**src/rtl/lc3b_types.sv**
```systemverilog
// Shared LC3b types: machine word plus the mult/div opcode and state encodings
// used by the execute-stage iterative multiplier/divider.
package lc3b_types;

    localparam int LC3B_WORD_W = 16;

    typedef logic [LC3B_WORD_W-1:0] lc3b_word;

    typedef enum logic {
        MD_MUL = 1'b0,
        MD_DIV = 1'b1
    } mult_div_op;

    typedef enum logic [1:0] {
        MD_IDLE = 2'd0,
        MD_CALC = 2'd1,
        MD_DONE = 2'd2
    } mult_div_state;

endpackage

```
**src/rtl/mult_div_step.sv**
```systemverilog
// One iteration of the shift-add multiplier / restoring divider.
// Multiply: acc holds the running product, quo holds the shifting multiplier.
// Divide: acc[WIDTH:0] holds the partial remainder, quo shifts dividend out and quotient in.
module mult_div_step
    import lc3b_types::*;
#(
    parameter int WIDTH = LC3B_WORD_W
) (
    input  mult_div_op         op,
    input  logic [2*WIDTH-1:0] acc_in,
    input  logic [WIDTH-1:0]   a_in,
    input  logic [WIDTH-1:0]   b_in,
    input  logic [WIDTH-1:0]   quo_in,
    output logic [2*WIDTH-1:0] acc_out,
    output logic [WIDTH-1:0]   quo_out
);

    logic [WIDTH-1:0] addend;
    logic [WIDTH:0]   sum;
    logic [WIDTH:0]   shifted;
    logic [WIDTH:0]   diff;

    generate
        for (genvar gi = 0; gi < WIDTH; gi++) begin : g_addend
            assign addend[gi] = a_in[gi] & quo_in[0];
        end
    endgenerate

    always_comb begin
        sum     = {1'b0, acc_in[2*WIDTH-1:WIDTH]} + {1'b0, addend};
        shifted = {acc_in[WIDTH-1:0], quo_in[WIDTH-1]};
        diff    = shifted - {1'b0, b_in};
        acc_out = '0;
        quo_out = '0;
        if (op == MD_MUL) begin
            // Carry out of the add lands in the top product bit after the shift.
            acc_out = {sum, acc_in[WIDTH-1:1]};
            quo_out = {1'b0, quo_in[WIDTH-1:1]};
        end else if (!diff[WIDTH]) begin
            acc_out = {{(WIDTH-1){1'b0}}, diff};
            quo_out = {quo_in[WIDTH-2:0], 1'b1};
        end else begin
            acc_out = {{(WIDTH-1){1'b0}}, shifted};
            quo_out = {quo_in[WIDTH-2:0], 1'b0};
        end
    end

endmodule

```
**src/rtl/lc3b_mult_div_unit.sv**
```systemverilog
// Iterative unsigned multiplier/divider, one bit per cycle. Holds the FSM,
// iteration counter, operand latches and result registers around mult_div_step.
module lc3b_mult_div_unit
    import lc3b_types::*;
#(
    parameter int WIDTH = LC3B_WORD_W
) (
    input  logic             clk,
    input  logic             reset,
    input  logic             start,
    input  logic             op,
    input  logic [WIDTH-1:0] a,
    input  logic [WIDTH-1:0] b,
    output logic             busy,
    output logic             done,
    output logic [WIDTH-1:0] result,
    output logic [WIDTH-1:0] aux,
    output logic             div_by_zero
);

    localparam int CNT_W = $clog2(WIDTH + 1);

    mult_div_state      state_q, state_d;
    logic [CNT_W-1:0]   cnt_q, cnt_d;
    mult_div_op         op_q, op_d;
    logic [WIDTH-1:0]   a_q, a_d;
    logic [WIDTH-1:0]   b_q, b_d;
    logic [2*WIDTH-1:0] acc_q, acc_d;
    logic [WIDTH-1:0]   quo_q, quo_d;
    logic               dbz_pend_q, dbz_pend_d;
    logic [WIDTH-1:0]   result_q, result_d;
    logic [WIDTH-1:0]   aux_q, aux_d;
    logic               dbz_q, dbz_d;

    logic [2*WIDTH-1:0] acc_step;
    logic [WIDTH-1:0]   quo_step;
    logic               accept;

    mult_div_step #(.WIDTH(WIDTH)) u_step (
        .op      (op_q),
        .acc_in  (acc_q),
        .a_in    (a_q),
        .b_in    (b_q),
        .quo_in  (quo_q),
        .acc_out (acc_step),
        .quo_out (quo_step)
    );

    always_comb begin
        state_d    = state_q;
        cnt_d      = cnt_q;
        op_d       = op_q;
        a_d        = a_q;
        b_d        = b_q;
        acc_d      = acc_q;
        quo_d      = quo_q;
        dbz_pend_d = dbz_pend_q;
        result_d   = result_q;
        aux_d      = aux_q;
        dbz_d      = dbz_q;
        accept     = start && (state_q != MD_CALC);

        case (state_q)
            MD_IDLE: begin
                if (accept) state_d = MD_CALC;
            end
            MD_CALC: begin
                acc_d = acc_step;
                quo_d = quo_step;
                cnt_d = cnt_q - CNT_W'(1);
                if (cnt_q == CNT_W'(1)) begin
                    state_d = MD_DONE;
                    // The flag is published alongside the result it belongs to.
                    dbz_d   = dbz_pend_q;
                    if (op_q == MD_MUL) begin
                        result_d = acc_step[WIDTH-1:0];
                        aux_d    = acc_step[2*WIDTH-1:WIDTH];
                    end else begin
                        result_d = quo_step;
                        aux_d    = acc_step[WIDTH-1:0];
                    end
                end
            end
            MD_DONE: begin
                state_d = accept ? MD_CALC : MD_IDLE;
            end
            default: begin
                state_d = MD_IDLE;
            end
        endcase

        if (accept) begin
            op_d       = mult_div_op'(op);
            a_d        = a;
            b_d        = b;
            cnt_d      = CNT_W'(WIDTH);
            acc_d      = '0;
            quo_d      = op ? a : b;
            dbz_pend_d = op && (b == '0);
        end
    end

    always_ff @(posedge clk or posedge reset) begin
        if (reset) begin
            state_q    <= MD_IDLE;
            cnt_q      <= '0;
            op_q       <= MD_MUL;
            a_q        <= '0;
            b_q        <= '0;
            acc_q      <= '0;
            quo_q      <= '0;
            dbz_pend_q <= 1'b0;
            result_q   <= '0;
            aux_q      <= '0;
            dbz_q      <= 1'b0;
        end else begin
            state_q    <= state_d;
            cnt_q      <= cnt_d;
            op_q       <= op_d;
            a_q        <= a_d;
            b_q        <= b_d;
            acc_q      <= acc_d;
            quo_q      <= quo_d;
            dbz_pend_q <= dbz_pend_d;
            result_q   <= result_d;
            aux_q      <= aux_d;
            dbz_q      <= dbz_d;
        end
    end

    assign busy        = (state_q == MD_CALC);
    assign done        = (state_q == MD_DONE);
    assign result      = result_q;
    assign aux         = aux_q;
    assign div_by_zero = dbz_q;

endmodule

```
**config.mk**
```make
export PLATFORM = sky130hd
export DESIGN_NAME = lc3b_mult_div_unit
export DESIGN_NICKNAME = d
export VERILOG_FILES = /design/src/rtl/lc3b_types.sv /design/src/rtl/mult_div_step.sv /design/src/rtl/lc3b_mult_div_unit.sv
export SDC_FILE = /design/constraint.sdc
export NUM_CORES = 1
export LEC_CHECK = 0
export BUFFER_PORTS_ARGS = -buffer_cell sky130_fd_sc_hd__buf_2
export CELL_PAD_IN_SITES_DETAIL_PLACEMENT = 0
export CELL_PAD_IN_SITES_GLOBAL_PLACEMENT = 1
export CORE_UTILIZATION = 50
export DETAILED_ROUTE_END_ITERATION = 8
export PLACE_DENSITY = 0.85
export RECOVER_POWER = 50
export SLEW_MARGIN = 10
export SYNTH_ARGS = -nofsm -noshare
export SYNTH_HDL_FRONTEND = slang
export SYNTH_SLANG_ARGS = --single-unit
```
**constraint.sdc**
```tcl
create_clock -name clk -period 7.6 [get_ports clk]
set_input_delay 0.76 -clock clk [delete_from_list [all_inputs] [get_ports clk]]
set_output_delay 0.76 -clock clk [all_outputs]
set_load 0.01 [all_outputs]
```
## Yosys cells after proc, flatten, opt, wreduce, memory -nomap -nowiden

Index checks and enable logic that the tools add are counted.

- Register bits after elaboration: 122
- Latch bits: 0
- RAM bits: 0
- Memory bits (read-only): 0
- Bits of input ports: 36
- Word-level logic and storage cells: 60
- Memories kept: 0

- Add/sub/neg operators: 3
- $mul: 0
- Div/mod/pow operators: 0
- Order comparisons: 0
- Eq/ne operators: 6
- Shift operators: 0
- Multiplexer cells: 17
- Bitwise logic cells: 16
- Reductions and logical operators: 7

Operator list:

| cell | count |
|---|---|
| 2-to-1 mux 16 bit | 6 |
| 2-to-1 mux 32 bit | 3 |
| adder 16 x 16 -> 17 bit | 1 |
| 2-to-1 mux 17 bit | 1 |
| subtractor 17 x 16 -> 17 bit | 1 |
| AND 1 bit | 16 |
| logical NOT 16 bit | 1 |
| 2-to-1 mux 5 bit | 2 |
| one-hot mux 2 bit (3 select lines) | 1 |
| == test 5 x 1 -> 1 bit, second input constant | 1 |
| subtractor 5 x 1 -> 5 bit, second input constant | 1 |
| 2-to-1 mux 2 bit | 2 |
| != test 2 x 1 -> 1 bit, second input constant | 2 |
| AND reduction 2 bit | 2 |
| == test 2 x 1 -> 1 bit, second input constant | 1 |
| == test 2 bit, second input constant | 1 |
| logical AND 1 bit | 2 |
| logical NOT 2 bit | 1 |
| 2-to-1 mux 1 bit | 2 |
| != test 2 bit, second input constant | 1 |
| nonzero test 2 bit | 1 |

## Logic depth before layout (Yosys ltp)

- Depth in word-level cells: 5
- Gate-level depth with buffers: 17
- Mapped depth without buffers: 17

## Cells and area by module

Synthesis repeated with hierarchy kept, for this count alone.

- Cell total of the unflattened synthesis: 802
- Area, all modules: 7656.1 um^2

Modules (own cells, without submodules):

| module | instances | cells each | area each (um^2) |
|---|---|---|---|
| lc3b_mult_div_unit | 1 | 492 | 5471.5 |
| mult_div_step | 1 | 310 | 2184.6 |

## Worst setup path before layout

Ideal clock, no wire load.

- Path type: reg2reg
- From: register quo_q[15]
- To: register aux_q[13] (netlist: aux[13])
- Setup time: 0.082 ns
- Data arrival time: 3.922 ns
- Slack: 3.597 ns
- Cell stages (with the launch flop): 17
- Clock period less this slack: 4.003 ns
- Cell sequence: dfrtp_1 -> inv_1 -> ha_1 -> inv_1 -> fa_1 -> a21o_1 -> a221oi_2 -> o31ai_1 -> a221o_2 -> a21o_1 -> a21o_1 -> ha_1 -> clkbuf_1 -> nand2_1 -> or4_1 -> and3_1 -> a31oi_1

- Longest elaborated chain between the ends: 4

RTL lines:

| item | RTL line | RTL |
|---|---|---|
| from (decl) | lc3b_mult_div_unit.sv:29 | `logic [WIDTH-1:0] quo_q, quo_d;` |
| from (signal assigned) | lc3b_mult_div_unit.sv:123 | `quo_q <= quo_d;` |
| subtractor 17 x 16 -> 17 bit | mult_div_step.sv:32 | `diff = shifted - {1'b0, b_in};` |
| 2-to-1 mux 17 bit | mult_div_step.sv:39 | `end else if (!diff[WIDTH]) begin` |
| 2-to-1 mux 32 bit | mult_div_step.sv:35 | `if (op == MD_MUL) begin` |
| 2-to-1 mux 16 bit | lc3b_mult_div_unit.sv:75 | `if (op_q == MD_MUL) begin` |
| to (signal assigned) | lc3b_mult_div_unit.sv:126 | `aux_q <= aux_d;` |
| to (decl) | lc3b_mult_div_unit.sv:32 | `logic [WIDTH-1:0] aux_q, aux_d;` |

Every way passes these cells.
A chain may end at the register's enable or synchronous reset.

## Worst setup path in the final report

- From: register quo_q[15]
- To: register acc_q[13]

- Longest elaborated chain between the ends: 5

RTL lines:

| item | RTL line | RTL |
|---|---|---|
| subtractor 17 x 16 -> 17 bit | mult_div_step.sv:32 |  |
| 2-to-1 mux 17 bit | mult_div_step.sv:39 |  |
| 2-to-1 mux 32 bit | mult_div_step.sv:35 |  |
| 2-to-1 mux 32 bit | lc3b_mult_div_unit.sv:63 | `case (state_q)` |
| 2-to-1 mux 32 bit | lc3b_mult_div_unit.sv:92 | `if (accept) begin` |
| to (signal assigned) | lc3b_mult_div_unit.sv:110 | `acc_q <= '0;` |
| to (signal assigned) | lc3b_mult_div_unit.sv:122 | `acc_q <= acc_d;` |
| to (decl) | lc3b_mult_div_unit.sv:28 | `logic [2*WIDTH-1:0] acc_q, acc_d;` |

Every way passes these cells. The select of a mux whose other input is x is not followed.

==> run metrics <==
result of the run complete, but fails checks; failing checks max-capacitance violations, max-slew violations; Post-DP Area 7630 um^2; hold worst-path end aux[2]$_DFFE_PP0P_; Worst path max stage delay 0.73 ns; Storage cell area 3050 um^2; Synth area leaders dfrtp_1, mux2_2, ha_1; period utilisation layout 0.617; Reg2Reg Depth 15; combinational power share 0.550; initial antenna violation count 0; Crit path required time 7.93 ns; Vias/cell 5.98; Leak roughly 3.6 nW; Crit-path slowest cell ha_1; multi-input logic area 3830 um^2; Clock Skew 0.0100 ns; starting DRC count in detailed routing ~480; Synth area leader dfrtp_1; die area about 15000 um^2; max-slew violations 137; adder-cell area share of the yosys netlist 0.0666; slew margin rel. -0.885; Setup WS pre-CTS about 3.0 ns; sequential share of power 0.280; xor-xnor portion of the synthesized cell area 0.0267; Cell Rows 43; RSZ-0062 raised after global routing false; Post-DRT Antenna Nets 0; hold violation count in the final report 0; top cell type's share of synthesized area 0.425; CTS max path bufs 2; Vias 6124; hold_ws 0.475 ns; placer congestion estimate just over 0.9; flop-to-flop setup slack 2.91 ns; Top Ports 71; ys flop type dfrtp_1; cell with the most instances after synthesis dfrtp_1; cell mode on critical path a21o_1; Post-Syn Nets 855; complex-gate fraction of the synthesized area 0.183; Simple-Gate Fraction of Synth Area 0.155; number of I/O port buffers 70; Slew @ Worst Pin 2.83 ns; DRT Wirelength 21400 um; multiplexer share of the synthesized area 0.102; Syn. warnings 0; wire per inst about 21 um; Worst R2R End acc_q[13]$_DFFE_PP0P_; Mapped Area 7180 um^2; critical path class register to register; min-delay worst type register to register; Async S/R FF share, synth 1.00; clock sinks 122; Diodes inserted 0; Die Y between 100 and 150 um; CP max FO 20; Seq cells post-synth 122; Skew-Pair Late Insertion Delay 0.42 ns; Core ar. around 14000 um^2; setup bufs post-CTS 0; post-route cell area 8120 um^2; hold path cells 2; Seq/Total Area, Yosys 0.425; first-pass GRT wire length 32900 um; CTS tree done; post_cts resized 0; largest family of logic cells by synthesized area compound AO/OA/AOI/OAI gates; Final WS setup 2.91 ns; clock root cell clkbuf_16; Non-Filler Instances 1024; Period minus WS final 4.69 ns; Initial Util 0.515; Clk pin slew, worst setup/hold paths 0.06 ns; Horiz. Die Dim around 120 um; worst vdd ir 0.000201 V; met3 Use GR 0.0684; synth cell count leaders dfrtp_1, nand2_1, nor2_1; cts hold-fix bufs 0; Startpoint Class register; GR peak layer met2; crit-path cells inv_1, ha_1, inv_1, fa_1, a21o_1, a221oi_2, o31ai_1, a221o_2, a21o_1, a21o_1, ha_1, nand2_1, or4_1, and3_1, a31oi_1; Layout Area Growth over Synthesis 13.1%; Clock Power Share 0.170; WP data arrival 5.02 ns; DRC viols 0; Final TNS setup 0 ns; Pwr Density 543 nW/um^2; crit end category register; Mean Syn Cell Area 9.18 um^2; Final Net Count 904; FILL cells 1280; number of setup violations in the final report 0; CTS buffer count 17; switching part of the total 0.463; vias in the first global route 5794; Placed Instances around 990; worst hold path startpoint aux[2]$_DFFE_PP0P_; Max Cap Viol 3; largest net degree at the start of global routing 79; max frequency 213 MHz; drt first pass iters 6; Post-Syn Instances 782; fraction of layout cells with a size suffix above 1 0.145; Sw Pwr 2.04 mW; Synth cell types 55; M2 GR Usage 0.470; EDFF count, synth 0; htree depth 4; r2r startpoint quo_q[15]$_DFFE_PP0P_; gr ovfl total 0; Pint around 2.4 mW; dpl hpwl around 16000 um; Total GRT Usage 0.301; met1 Usage GRT 0.417
-- power by group through the flow --
stage,Clock (mW),Sequential (mW),Combinational [mW]
5_1_grt,0.789,1.26,2.67
3_5_place_dp,0,1.23,2.40
2_1_floorplan,0,1.16,1.75
4_1_cts,0.754,1.22,2.42
6_report,0.751,1.23,2.42
3_3_place_gp,0,1.21,2.37
-- cell type report --
cell class | count | area share
Clock inverter | 12 | 0.0123
Timing Repair Buffer | 76 | 0.0428
Sequential cell | 122 | 0.376
Clock buffer | 20 | 0.0538
Inverter | 33 | 0.0154
Multi-Input combinational cell | 581 | 0.472
Tap cell | 180 | 0.0277
-- registers in the layout (all words and copies together), names as in the netlist --
| signal | cells |
|---|---|
| quo_q | 16 |
| op_q | 1 |
| a_q | 16 |
| dbz_pend_q | 1 |
| div_by_zero | 1 |
| acc_q | 32 |
| aux | 16 |
| cnt_q | 5 |
| result | 16 |
| b_q | 16 |
| state_q | 2 |
-- metal layers --
| layer | part of all wire | vias up |
|---|---|---|
| li1 | - | 2898 |
| met1 | 0.46 | 2979 |
| met2 | 0.46 | 217 |
| met3 | 0.066 | 30 |
| met4 | 0.019 | 0 |
| met5 | 0 | - |
-- worst max-delay path, delay by kind of cell (launching register included) --
| family | cells | cell delay, ns |
|---|---|---|
| buffers and inverters | 2 | 0.13 |
| flip-flops | 1 | 0.40 |
| adder cells (fa/ha/maj) | 3 | 1.30 |
| AND/OR/NAND/NOR | 3 | 1.11 |
| AO/OA/AOI/OAI | 7 | 1.65 |
-- how the worst max path moves through the flow --
stage                               start                     to  slack (ns)  depth (start not counted)
floorplan                           reset     a_q[0]$_DFFE_PP0P_        3.60                          1
global placement    quo_q[15]$_DFFE_PP0P_    aux[13]$_DFFE_PP0P_        3.21                         15
global route        quo_q[15]$_DFFE_PP0P_  acc_q[13]$_DFFE_PP0P_        2.65                         15
CTS                 quo_q[15]$_DFFE_PP0P_    aux[13]$_DFFE_PP0P_        3.06                         15
detailed placement  quo_q[15]$_DFFE_PP0P_  acc_q[13]$_DFFE_PP0P_        3.04                         15
finish              quo_q[15]$_DFFE_PP0P_  acc_q[13]$_DFFE_PP0P_        2.91                         15
-- placed cells by master, fill, tap and decap left out, types with 3 or more instances in the layout --
| master | n |
|---|---|
| xnor2_1 | 12 |
| o31ai_1 | 8 |
| o21ai_0 | 48 |
| nor2_1 | 66 |
| ha_1 | 35 |
| or3_1 | 4 |
| nor4_1 | 5 |
| and2_1 | 16 |
| o211ai_1 | 12 |
| and3_1 | 4 |
| nand3_1 | 30 |
| clkbuf_1 | 39 |
| o21bai_1 | 4 |
| a21oi_1 | 54 |
| xor2_1 | 8 |
| nor3_1 | 6 |
| a31o_2 | 4 |
| nand2b_1 | 4 |
| nand2_1 | 85 |
| a211oi_1 | 5 |
| o21a_1 | 7 |
| clkinv_2 | 6 |
| o2111ai_1 | 4 |
| buf_4 | 5 |
| buf_2 | 35 |
| nor2b_1 | 7 |
| inv_1 | 29 |
| nor3b_1 | 4 |
| mux2i_1 | 29 |
| clkinvlp_4 | 3 |
| a21o_1 | 9 |
| mux2_2 | 39 |
| clkbuf_16 | 17 |
| dfrtp_1 | 121 |
| a31oi_1 | 42 |
| nand4_1 | 5 |
| a22oi_1 | 3 |
-- cells by family after synthesis --
logic type | count (synthesis)
DFF | 122
buffers and inverters | 79
AOI/OAI and AO/OA | 212
xor gates and xnor gates | 21
and+or+nand+nor | 243
muxes | 68
adders and majority gates | 37
-- through the flow --
| step | util | total power [mW] |
|---|---|---|
| detailed placement | 0.548 | 3.63 |
| global route | 0.583 | 4.73 |
| floorplan | - | 2.91 |
| global placement | 0.548 | 3.58 |
| finish | 0.583 | 4.41 |
| CTS | 0.586 | 4.39 |
Note: power is estimated with default switching activity, not from simulation.
